--- config.mk ---
export PLATFORM = sky130hd
export DESIGN_NAME = roulette_game_ctrl_flat
export DESIGN_NICKNAME = d
export VERILOG_FILES = /design/src/rtl/roulette_game_if.sv /design/src/rtl/roulette_game_ctrl.sv /design/src/flat_wrapper.sv
export SDC_FILE = /design/constraint.sdc
export NUM_CORES = 1
export LEC_CHECK = 0
export ABC_AREA = 1
export CORE_UTILIZATION = 30
export DETAILED_ROUTE_END_ITERATION = 16
export PLACE_DENSITY = 0.57
export SLEW_MARGIN = 0
export SYNTH_ARGS = -nofsm -noshare
export SYNTH_HDL_FRONTEND = slang
export SYNTH_SLANG_ARGS = --single-unit
--- constraint.sdc ---
create_clock -name clk -period 5.5 [get_ports clk]
set_input_delay 1.1 -clock clk [delete_from_list [all_inputs] [get_ports clk]]
set_output_delay 1.1 -clock clk [all_outputs]
set_load 0.005 [all_outputs]
--- src/rtl/roulette_game_if.sv ---
// Bundles the roulette controller's player, LED-stage and status signals.
// The controller binds the slave modport; whoever drives it (board top or bench) uses master.
interface roulette_game_if;
    logic       btn_spin;
    logic [2:0] bet_sw;
    logic [2:0] pos;
    logic       spin_done;
    logic       start;
    logic [7:0] credit;
    logic       win;
    logic       lose;
    logic       busy;
    logic       game_over;
    logic       timeout;

    modport master (
        output btn_spin, bet_sw, pos, spin_done,
        input  start, credit, win, lose, busy, game_over, timeout
    );

    modport slave (
        input  btn_spin, bet_sw, pos, spin_done,
        output start, credit, win, lose, busy, game_over, timeout
    );
endinterface

--- src/rtl/roulette_game_ctrl.sv ---
// Roulette game controller: debounced spin button, credit bookkeeping, win/lose hold.
// Optional spin watchdog enabled by defining SPIN_TIMEOUT_EN.
module roulette_game_ctrl #(
    parameter int DEBOUNCE_CYCLES = 500000,
    parameter int CREDIT_INIT     = 10,
    parameter int BET_COST        = 1,
    parameter int PAYOUT          = 8,
    parameter int RESULT_HOLD     = 100000000,
    parameter int TIMEOUT_CYCLES  = 400000000
) (
    input  logic            clk,
    input  logic            rst,
    roulette_game_if.slave  bus
);

    localparam int DB_W   = $clog2(DEBOUNCE_CYCLES + 1);
    localparam int HOLD_W = $clog2(RESULT_HOLD + 1);

    typedef enum logic [1:0] {IDLE, SPIN, RESULT, GAMEOVER} state_t;

    // ---------------- button conditioning ----------------
    logic            sync1_reg, sync2_reg;
    logic            db_level_reg, db_level_d_reg;
    logic [DB_W-1:0] db_cnt_reg;
    logic            press;

    always_ff @(posedge clk or posedge rst) begin
        if (rst) begin
            sync1_reg      <= 1'b0;
            sync2_reg      <= 1'b0;
            db_level_reg   <= 1'b0;
            db_level_d_reg <= 1'b0;
            db_cnt_reg     <= '0;
        end else begin
            sync1_reg      <= bus.btn_spin;
            sync2_reg      <= sync1_reg;
            db_level_d_reg <= db_level_reg;
            // Any sample matching the current level restarts the stability count.
            if (sync2_reg == db_level_reg) begin
                db_cnt_reg <= '0;
            end else if (db_cnt_reg == DB_W'(DEBOUNCE_CYCLES - 1)) begin
                db_level_reg <= sync2_reg;
                db_cnt_reg   <= '0;
            end else begin
                db_cnt_reg <= db_cnt_reg + 1'b1;
            end
        end
    end

    assign press = db_level_reg & ~db_level_d_reg;

    // ---------------- game FSM ----------------
    state_t            state_reg, state_next;
    logic [7:0]        credit_reg, credit_next;
    logic [2:0]        bet_reg, bet_next;
    logic              start_reg, start_next;
    logic              win_reg, win_next;
    logic              lose_reg, lose_next;
    logic [HOLD_W-1:0] hold_cnt_reg, hold_cnt_next;

    logic       can_bet;
    logic [8:0] win_sum;
    logic [7:0] credit_won;

    assign can_bet    = ({1'b0, credit_reg} >= 9'(BET_COST));
    assign win_sum    = {1'b0, credit_reg} + 9'(PAYOUT);
    assign credit_won = win_sum[8] ? 8'hFF : win_sum[7:0];

`ifdef SPIN_TIMEOUT_EN
    localparam int WD_W = $clog2(TIMEOUT_CYCLES + 1);
    logic [WD_W-1:0] wd_cnt_reg, wd_cnt_next;
    logic            timeout_reg, timeout_next;
    logic [8:0]      refund_sum;
    logic [7:0]      credit_refund;

    assign refund_sum    = {1'b0, credit_reg} + 9'(BET_COST);
    assign credit_refund = refund_sum[8] ? 8'hFF : refund_sum[7:0];

    always_ff @(posedge clk or posedge rst) begin
        if (rst) begin
            wd_cnt_reg  <= '0;
            timeout_reg <= 1'b0;
        end else begin
            wd_cnt_reg  <= wd_cnt_next;
            timeout_reg <= timeout_next;
        end
    end

    assign bus.timeout = timeout_reg;
`else
    assign bus.timeout = 1'b0;
`endif

    always_ff @(posedge clk or posedge rst) begin
        if (rst) begin
            state_reg    <= IDLE;
            credit_reg   <= 8'(CREDIT_INIT);
            bet_reg      <= '0;
            start_reg    <= 1'b0;
            win_reg      <= 1'b0;
            lose_reg     <= 1'b0;
            hold_cnt_reg <= '0;
        end else begin
            state_reg    <= state_next;
            credit_reg   <= credit_next;
            bet_reg      <= bet_next;
            start_reg    <= start_next;
            win_reg      <= win_next;
            lose_reg     <= lose_next;
            hold_cnt_reg <= hold_cnt_next;
        end
    end

    always_comb begin
        state_next    = state_reg;
        credit_next   = credit_reg;
        bet_next      = bet_reg;
        start_next    = 1'b0;
        win_next      = win_reg;
        lose_next     = lose_reg;
        hold_cnt_next = hold_cnt_reg;
`ifdef SPIN_TIMEOUT_EN
        wd_cnt_next   = wd_cnt_reg;
        timeout_next  = 1'b0;
`endif
        unique case (state_reg)
            IDLE: begin
                if (press) begin
                    if (can_bet) begin
                        start_next  = 1'b1;
                        bet_next    = bus.bet_sw;
                        credit_next = credit_reg - 8'(BET_COST);
                        state_next  = SPIN;
`ifdef SPIN_TIMEOUT_EN
                        wd_cnt_next = '0;
`endif
                    end else begin
                        state_next = GAMEOVER;
                    end
                end
            end
            SPIN: begin
                // Completion wins over a coincident press: presses are never looked at here.
                if (bus.spin_done) begin
                    if (bus.pos == bet_reg) begin
                        win_next    = 1'b1;
                        credit_next = credit_won;
                    end else begin
                        lose_next = 1'b1;
                    end
                    hold_cnt_next = '0;
                    state_next    = RESULT;
                end
`ifdef SPIN_TIMEOUT_EN
                else if (wd_cnt_reg == WD_W'(TIMEOUT_CYCLES - 1)) begin
                    timeout_next = 1'b1;
                    credit_next  = credit_refund;
                    state_next   = IDLE;
                end else begin
                    wd_cnt_next = wd_cnt_reg + 1'b1;
                end
`endif
            end
            RESULT: begin
                if (hold_cnt_reg == HOLD_W'(RESULT_HOLD - 1)) begin
                    win_next   = 1'b0;
                    lose_next  = 1'b0;
                    state_next = can_bet ? IDLE : GAMEOVER;
                end else begin
                    hold_cnt_next = hold_cnt_reg + 1'b1;
                end
            end
            GAMEOVER: begin
                state_next = GAMEOVER;
            end
            default: begin
                state_next = IDLE;
            end
        endcase
    end

    assign bus.start     = start_reg;
    assign bus.credit    = credit_reg;
    assign bus.win       = win_reg;
    assign bus.lose      = lose_reg;
    assign bus.busy      = (state_reg == SPIN) || (state_reg == RESULT);
    assign bus.game_over = (state_reg == GAMEOVER);

endmodule
--- src/flat_wrapper.sv ---
// flat-port wrapper written by rule: the top's interface ports become plain ports
module roulette_game_ctrl_flat 
#(
    parameter int DEBOUNCE_CYCLES = 500000,
    parameter int CREDIT_INIT     = 10,
    parameter int BET_COST        = 1,
    parameter int PAYOUT          = 8,
    parameter int RESULT_HOLD     = 100000000,
    parameter int TIMEOUT_CYCLES  = 400000000
)
  (clk, rst, bus_btn_spin, bus_bet_sw, bus_pos, bus_spin_done, bus_start, bus_credit, bus_win, bus_lose, bus_busy, bus_game_over, bus_timeout);
  roulette_game_if bus_i ();
  input  logic clk;
  input  logic rst;
  input wire logic [$bits(bus_i.btn_spin)-1:0] bus_btn_spin;
  input wire logic [$bits(bus_i.bet_sw)-1:0] bus_bet_sw;
  input wire logic [$bits(bus_i.pos)-1:0] bus_pos;
  input wire logic [$bits(bus_i.spin_done)-1:0] bus_spin_done;
  output wire logic [$bits(bus_i.start)-1:0] bus_start;
  output wire logic [$bits(bus_i.credit)-1:0] bus_credit;
  output wire logic [$bits(bus_i.win)-1:0] bus_win;
  output wire logic [$bits(bus_i.lose)-1:0] bus_lose;
  output wire logic [$bits(bus_i.busy)-1:0] bus_busy;
  output wire logic [$bits(bus_i.game_over)-1:0] bus_game_over;
  output wire logic [$bits(bus_i.timeout)-1:0] bus_timeout;
  assign bus_i.btn_spin = bus_btn_spin;
  assign bus_i.bet_sw = bus_bet_sw;
  assign bus_i.pos = bus_pos;
  assign bus_i.spin_done = bus_spin_done;
  assign bus_start = bus_i.start;
  assign bus_credit = bus_i.credit;
  assign bus_win = bus_i.win;
  assign bus_lose = bus_i.lose;
  assign bus_busy = bus_i.busy;
  assign bus_game_over = bus_i.game_over;
  assign bus_timeout = bus_i.timeout;
  roulette_game_ctrl #(.DEBOUNCE_CYCLES(DEBOUNCE_CYCLES), .CREDIT_INIT(CREDIT_INIT), .BET_COST(BET_COST), .PAYOUT(PAYOUT), .RESULT_HOLD(RESULT_HOLD), .TIMEOUT_CYCLES(TIMEOUT_CYCLES)) u_core (.clk(clk), .rst(rst), .bus(bus_i));
endmodule
==> reports/results.ini, run 1 <==
[clock_network]
cts.sink_count = 66
clkLatencyLatePin_ns = 0.33
cts_buffer_depth = 2
path_clk_slew_ns = 0.05
cts_max_level = 3
cts_hold_buffers = 0
cts_tree = yes
clockRootBuffer = clkbuf_16
cts_resized = 0
numCtsBuffers = 9
post_cts_buffers = 0

[cells_and_area]
largest_reg_flops = 27
drive_above_1_share_pct = 6.48
final_util_pct = 36.1
final_area_um2 = 4860
diodes = 0
final_cell_mix = nand2_1, nor2_1, dfrtp_1
area_delta_synth_final_pct = 15.9
nets = 648
layout_commonest_cell = nand2_1

[synthesis]
synth_nets = 625
syn_area_um2 = 4190
synth_ff_type = dfrtp_1
async_reset_ff_share_pct = 100
avgSynthCellArea_um2 = 6.93
synth_edf_count = 0
ys_types = 34
yosysTopAreaCell = dfrtp_1
ys_warn_count = 0
synth_area_leaders = dfrtp_1, nand2_1, nor2_1
syn_inst = 605
ys_seq_area_share_pct = 39.5
synth_top_area_share_pct = 38.2
synth-seq-cells = 66

[outcome]
status = finished, final reports clean

[critical_path]
cp.required_ns = 5.70
critical_path_class = reg2reg
cp-start-kind = flop
worstSetupEndpointType = flop
crit_arrival_ns = 3.16
cp_max_fo = 30

[placement]
place_congestion = 0.873
hpwl_um = 7040
port_buffers = 22
postPlaceCellArea_um2 = 4560

[floorplanning]
core_area_um2 = 13500
fp.dieW_um = 120
io_pins = 24
dieHeight_um = 120
die_area_um2 = 14400
core.rowCount = 42
start_util_pct = 31.2

[detailed_routing]
drcViolationCount = 0
initialDrtViolationCount = 213
ant_nets = 0
wl_per_cell_um = 12.1
vias_per_cell = 4.69
vias = 3794
first_pass_iters = 4
routed_wl_um = 9770

[sta]
timing.slew.headroom_pct = 31.7
finalCritPeriodShare_pct = 53.8
period_needed_ns = 2.96
hold_slack_ns = 0.347
setup_viol = 0
hold_violations = 0
rsz0062_at_grt = no
fin_setup_tns_ns = 0
max_freq_mhz = 338
slew_violations = 0
max_slew.worst_pin.slew_ns = 1.02
finClkSkew_ns = 0.00466

[worst_hold_path]
hold_path.class = reg2reg

[grt]
grt_pass1_wl_um = 17100
grt_max_degree = 54
track_usage_pct = 14.8
first_global_vias = 3659
antenna_found_initial = 0
grt_overflow = 0

[flow_run]
maxCapViolCount = 0

[power]
peakVddDrop_mv = 0.236
leakagePower_nw = 2.08
powerDensity_nw_per_um2 = 225

-- area by class of cell --
cell class,instances,area (um^2)
fill,1463,8600
multi-input combinational,465,2220
sequential,66,1650
clock buffer,14,264
timing repair buffer,24,235
inverter,62,233
tap,176,220
clock inverter,2,35.0
-- where the power goes --
group          total (W)  internal, W  switching (W)
registers       0.000490     0.000489     0.00000173
logic          0.0000250   0.00000896      0.0000161
clock network   0.000580     0.000375       0.000205
-- worst paths after layout --
path / start / endpoint / slack [ns] / cells past startpoint
max: u_core.state_reg[0]$_DFFE_PP0P_ / u_core.hold_cnt_reg[6]$_DFFE_PP0P_ / 2.54 / 6
min: u_core.sync1_reg$_DFF_PP0_ / u_core.sync2_reg$_DFF_PP0_ / 0.35 / 0
max reg2reg: u_core.state_reg[0]$_DFFE_PP0P_ / u_core.hold_cnt_reg[6]$_DFFE_PP0P_ / 2.54 / 6
min reg2reg: u_core.sync1_reg$_DFF_PP0_ / u_core.sync2_reg$_DFF_PP0_ / 0.35 / 0
max in group asynchronous: rst / u_core.hold_cnt_reg[16]$_DFFE_PP0P_ / 3.47 / 3
min in group asynchronous: rst / u_core.db_level_reg$_DFFE_PP0P_ / 1.04 / 2
-- kinds of logic after synthesis --
group,count (synthesis),synth area share [%]
fa+ha+maj,10,2.99
simple gates,379,38.3
other cells,1,0.0895
xor+xnor,15,3.13
compound gates,60,8.39
flops,66,39.5
buf+inv,74,7.67
-- through the flow --
stage	power [W]	instances	setup WS, ns
6_report	0.00110	809	2.54
5_1_grt	0.00114	809	2.13
4_1_cts	0.00111	809	2.50
3_5_place_dp	0.000525	793	2.52
3_3_place_gp	0.000524	793	2.63
2_1_floorplan	0.000512	605	2.75
-- critical path, cell delays in order (launching register included) --
cell and delay [ns]:
dfrtp_1 0.41, inv_1 0.10, ha_1 0.83, inv_1 0.32
o21ai_4 0.60, buf_4 0.41, o21ai_0 0.13
-- routing by layer --
metal | vias up | part of all wire, % | GRT usage (%)
li1 | 1962 | - | -
met1 | 1754 | 49 | 19.9
met2 | 70 | 46 | 23.2
met3 | 8 | 4.2 | 3.73
met4 | 0 | 1.1 | 5.00
met5 | - | 0 | 0
-- cell usage after synthesis (4+ instances only) --
| master | count |
|---|---|
| a21oi_1 | 10 |
| buf_6 | 5 |
| clkbuf_1 | 4 |
| dfrtp_1 | 64 |
| ha_1 | 10 |
| inv_1 | 61 |
| nand2_1 | 191 |
| nand3_1 | 58 |
| nand4_1 | 10 |
| nor2_1 | 92 |
| nor3_1 | 6 |
| nor3b_1 | 5 |
| o21ai_0 | 29 |
| o21ai_1 | 8 |
| o21ai_2 | 8 |
| or2_2 | 9 |
| xnor2_1 | 7 |
| xor2_1 | 8 |
Power figures use the tool's default switching activity.
==> inputs of run 2 (changes only) <==
Clock period 5.5 ns to 2.85 ns, I/O delays scaled along.
==> run 2 against run 1 <==
  * Worst setup slack worse by 2.0 ns
  * Fmax up 27%
  * Sequential share of layout area down 0.31 points
  * Final cell count up 0.74%
  * Routed wire length up 0.93%
  * Clock skew up 0.0048 ns
  * Critical endpoint is now u_core.hold_cnt_reg[16]$_DFFE_PP0P_
==> reports/results.ini, run 2 (synthesis gave the netlist of run 1 again) <==
[grt]
track_usage_pct = 14.4
grt_max_degree = 67
grt_pass1_wl_um = 16700
first_global_vias = 3680
grt_overflow = 0
antenna_found_initial = 0

[power]
swShare_pct = 23.2
p_clk_share_pct = 50.8
powerDensity_nw_per_um2 = 413
p_switching_w = 0.000470
peakVddDrop_mv = 0.320
seqPwrFrac_pct = 46.7
p_comb_share_pct = 2.4
leakagePower_nw = 2.09
p_int_w = 0.00155

[floorplanning]
core.rowCount = 42
io_pins = 24
fp.dieW_um = 120
dieHeight_um = 120
start_util_pct = 31.2
die_area_um2 = 14400
core_area_um2 = 13500

[placement]
placedCellCount = 798
place_congestion = 0.899
hpwl_um = 6950
port_buffers = 22

[sta]
finClkSkew_ns = 0.00947
max_freq_mhz = 428
rsz0062_at_grt = no
setup_viol = 0
fin_setup_tns_ns = 0
max_slew.worst_pin.slew_ns = 0.805
hold_violations = 0
slew_violations = 0
timing.slew.headroom_pct = 46.1
finalCritPeriodShare_pct = 82.0
period_needed_ns = 2.34

[detailed_routing]
wl_per_cell_um = 12.1
vias_per_cell = 4.74
first_pass_iters = 5
vias = 3861
initialDrtViolationCount = 197
routed_wl_um = 9860
drcViolationCount = 0
ant_nets = 0

[cells_and_area]
final_cell_mix = nand2_1, nor2_1, dfrtp_1
drive_above_1_share_pct = 7.82
diodes = 0
layout_commonest_cell = nand2_1
nFillCells = 1464
largest_reg_flops = 27
area_delta_synth_final_pct = 17.0
finalNonFillerCells = 815
nets = 654

[worst_hold_path]
hold_path.class = reg2reg
min_delay_path_depth = 0

[clock_network]
cts_max_level = 3
post_cts_buffers = 0
cts_resized = 0
cts_hold_buffers = 0
path_clk_slew_ns = 0.06
clockRootBuffer = clkbuf_16
cts_tree = yes
numCtsBuffers = 9
cts_buffer_depth = 2
cts.sink_count = 66
clkLatencyLatePin_ns = 0.34

[flow_run]
maxCapViolCount = 0

[critical_path]
cp_max_fo = 27
critical_path_class = reg2reg
crit_arrival_ns = 2.60
worstSetupPathDepth = 8
crit_chain = inv_1 -> ha_1 -> inv_1 -> nor2_1 -> a21oi_1 -> o21ai_4 -> buf_4 -> o21ai_2
cp-start-kind = flop
slowest_stage = a21oi_1
cp_top_family = compound AO/OA/AOI/OAI gates
slowest_delay_ns = 0.55
cp.required_ns = 3.11
cp_common_cell = inv_1
r2r_cells = 8
worstSetupEndpointType = flop
critPathBufInv = 3

[outcome]
status = finished, final reports clean

==> run 2: cell types whose count changed in the layout (fill, tap and decap cells not counted) <==
cell        delta
buf_12         +1
buf_4          +4
bufinv_16      -1
clkbuf_1       -3
clkbuf_8       -2
clkinvlp_4     +4
inv_6          +2
o21ai_4        +1
==> run 2: layout make-up <==
type	count	area, um^2	share of cell area (%)
Timing Repair Buffer	29	285	5.82
Clock inverter	7	52.6	1.07
Multi-Input combinational cell	466	2230	45.5
Clock buffer	9	225	4.59
Sequential cell	66	1650	33.7
Inverter	62	233	4.75
Tap cell	176	220	4.49
==> run 2: metrics by stage <==
step | cell area [um^2] | util, % | setup WS, ns | hold WS [ns] | total power, W
CTS | 4890 | 36.3 | 0.295 | 0.358 | 0.00206
global route | 4900 | 36.4 | 0.320 | 0.376 | 0.00210
finish | 4900 | 36.4 | 0.513 | 0.353 | 0.00202
global placement | 4610 | 34.3 | 0.398 | 0.336 | 0.00101
detailed placement | 4610 | 34.3 | 0.314 | 0.343 | 0.00101
floorplan | 4190 | - | 0.629 | 0.331 | 0.000989
==> run 2: worst paths after layout <==
kind | from | end | slack, ns
setup / recovery | u_core.state_reg[1]$_DFFE_PP0P_ | u_core.hold_cnt_reg[16]$_DFFE_PP0P_ | 0.51
hold / removal | u_core.sync1_reg$_DFF_PP0_ | u_core.sync2_reg$_DFF_PP0_ | 0.35
setup reg to reg | u_core.state_reg[1]$_DFFE_PP0P_ | u_core.hold_cnt_reg[16]$_DFFE_PP0P_ | 0.51
hold reg to reg | u_core.sync1_reg$_DFF_PP0_ | u_core.sync2_reg$_DFF_PP0_ | 0.35
max in group asynchronous | rst | u_core.bus.credit[3]$_DFFE_PP1P_ | 1.92
min in group asynchronous | rst | u_core.sync1_reg$_DFF_PP0_ | 0.62
==> run 2: routing by layer <==
metal	up-vias	global-route usage (%)	part of all wire (%)	routed length, um
met5	-	0	0	0
met4	0	4.61	0.95	94
met3	9	3.16	4.4	432
met2	82	23.4	46	4520
met1	1790	18.9	49	4810
li1	1980	-	-	-
==> run 2: power by group through the flow <==
| stage | Clock (W) | Sequential, W | Combinational, W |
|---|---|---|---|
| finish | 0.00103 | 0.000945 | 0.0000493 |
| global route | 0.00110 | 0.000945 | 0.0000573 |
| CTS | 0.00107 | 0.000945 | 0.0000515 |
| detailed placement | 0 | 0.000962 | 0.0000515 |
| global placement | 0 | 0.000962 | 0.0000514 |
| floorplan | 0 | 0.000962 | 0.0000271 |
==> run 2: worst reg2reg max path, cell delays in order (launching register included) <==
cell and delay [ns]:
dfrtp_1 0.39, inv_1 0.08, ha_1 0.20, inv_1 0.20, nor2_1 0.13, a21oi_1 0.55, o21ai_4 0.36, buf_4 0.25
o21ai_2 0.11
==> inputs of run 3 (changes only) <==
Clock period 2.85 ns to 2.3 ns, I/O delays scaled along.
==> run 3 against run 2 <==
  * Sequential power up 24%
  * Critical path depth fell by 5
  * Non-clock buffer count rose by 1
  * Count of clock-buffer cells in the layout up 3
  * Sequential cell count unchanged
  * Global-route usage rose by 0.41 points
  * Largest cell class unchanged
  * Largest power group unchanged
==> reports/results.ini, run 3 (synthesis gave the netlist of run 1 again) <==
[power]
p_switching_w = 0.000552
swShare_pct = 20.0
p_clk_share_pct = 55.1
seqPwrFrac_pct = 42.5
p_int_w = 0.00220
powerDensity_nw_per_um2 = 556
p_comb_share_pct = 2.4
leakagePower_nw = 2.14
peakVddDrop_mv = 0.296

[clock_network]
cts_tree = yes
clkLatencyLatePin_ns = 0.33
numCtsBuffers = 9
cts_resized = 0
clockRootBuffer = clkbuf_16
cts_hold_buffers = 0
path_clk_slew_ns = 0.06
cts.sink_count = 66
post_cts_buffers = 0
cts_max_level = 3
cts_buffer_depth = 2

[cells_and_area]
multi_input_area_um2 = 2220
final-seq-area_um2 = 1650
nets = 654
final_cell_mix = nand2_1, nor2_1, dfrtp_1
largest_reg_flops = 27
drive_above_1_share_pct = 7.67
diodes = 0
layout_commonest_cell = nand2_1
final_area_um2 = 4960
nFillCells = 1477
area_delta_synth_final_pct = 18.3
final_util_pct = 36.9

[floorplanning]
core.rowCount = 42
die_area_um2 = 14400
io_pins = 24
start_util_pct = 31.2
fp.dieW_um = 120
core_area_um2 = 13500
dieHeight_um = 120

[placement]
place_congestion = 0.864
port_buffers = 22
postPlaceCellArea_um2 = 4630
dp_slack_ns = 0.231
hpwl_um = 7330

[grt]
grt_max_degree = 54
track_usage_pct = 14.8
grt_pass1_wl_um = 17100
grt_overflow = 0
antenna_found_initial = 0
first_global_vias = 3667

[critical_path]
cp_max_fo = 4
critical_path_class = reg2out
r2r_cells = 7
crit_chain = inv_1 -> ha_1 -> clkdlybuf4s50_1
worstSetupEndpointType = output pin
cp.required_ns = 1.84
r2r_end = u_core.bus.credit[0]$_DFFE_PP0P_
slowest_stage = clkdlybuf4s50_1
endpoint = bus_busy
crit_arrival_ns = 1.62
slowest_delay_ns = 0.50
cp-startpoint = u_core.state_reg[0]$_DFFE_PP0P_
rrSetupSlack_ns = 0.35
cp-start-kind = flop
r2r_start = u_core.bus.credit[5]$_DFFE_PP0P_

[sta]
timing.slew.headroom_pct = 64.4
max_freq_mhz = 480
fin_setup_tns_ns = 0
finClkSkew_ns = 0.00597
setup_viol = 0
slew_violations = 0
max_slew.worst_pin.slew_ns = 0.528
hold_slack_ns = 0.347
timing.final.ws_setup_ns = 0.215
rsz0062_at_grt = no
hold_violations = 0
period_needed_ns = 2.08
finalCritPeriodShare_pct = 90.6

[outcome]
status = finished, final reports clean

[detailed_routing]
first_pass_iters = 4
vias = 3795
vias_per_cell = 4.66
drcViolationCount = 0
routed_wl_um = 9740
ant_nets = 0
initialDrtViolationCount = 213
wl_per_cell_um = 12.0

[worst_hold_path]
hold_path.class = reg2reg

[flow_run]
maxCapViolCount = 0

==> run 3: power groups by stage <==
| stage | Combinational [W] | Sequential (W) | Clock, W |
|---|---|---|---|
| floorplan | 0.0000336 | 0.00119 | 0 |
| global placement | 0.0000676 | 0.00119 | 0 |
| detailed placement | 0.0000695 | 0.00119 | 0 |
| CTS | 0.0000692 | 0.00117 | 0.00155 |
| global route | 0.0000766 | 0.00117 | 0.00161 |
| finish | 0.0000656 | 0.00117 | 0.00152 |
==> run 3: routing by layer <==
layer / wire length (um) / global-route usage (%) / vias up
met5: 0 / 0 / -
met4: 136 / 4.69 / 0
met3: 310 / 3.40 / 10
met2: 4510 / 24.2 / 48
met1: 4780 / 19.3 / 1757
li1: - / - / 1980
==> run 3: area by class of cell <==
cell class / count / area share [%]
flip-flops and latches: 66 / 33.4
repair buffers: 30 / 6.16
clock inverters: 4 / 1.49
inverters: 62 / 4.69
clock buffers: 12 / 5.17
multi-input cells: 465 / 44.7
well taps: 176 / 4.44
==> run 3: per-stage QoR <==
step	total power [W]	instances
floorplan	0.00122	605
global placement	0.00126	799
detailed placement	0.00126	799
CTS	0.00279	815
global route	0.00286	815
finish	0.00276	815
==> run 3: critical path, delay by kind of cell, from the launching register on <==
family,cells,cell delay (ns)
fa+ha+maj,1,0.30
buf+inv,2,0.58
flops,1,0.41
==> run 3: how the worst min path moves through the flow <==
stage | start | endpoint | cells after the start
floorplan | u_core.sync1_reg$_DFF_PP0_ | u_core.sync2_reg$_DFF_PP0_ | 0
global placement | u_core.sync1_reg$_DFF_PP0_ | u_core.sync2_reg$_DFF_PP0_ | 0
detailed placement | u_core.sync1_reg$_DFF_PP0_ | u_core.sync2_reg$_DFF_PP0_ | 0
CTS | u_core.sync1_reg$_DFF_PP0_ | u_core.sync2_reg$_DFF_PP0_ | 0
global route | u_core.sync1_reg$_DFF_PP0_ | u_core.sync2_reg$_DFF_PP0_ | 0
finish | u_core.sync1_reg$_DFF_PP0_ | u_core.sync2_reg$_DFF_PP0_ | 0
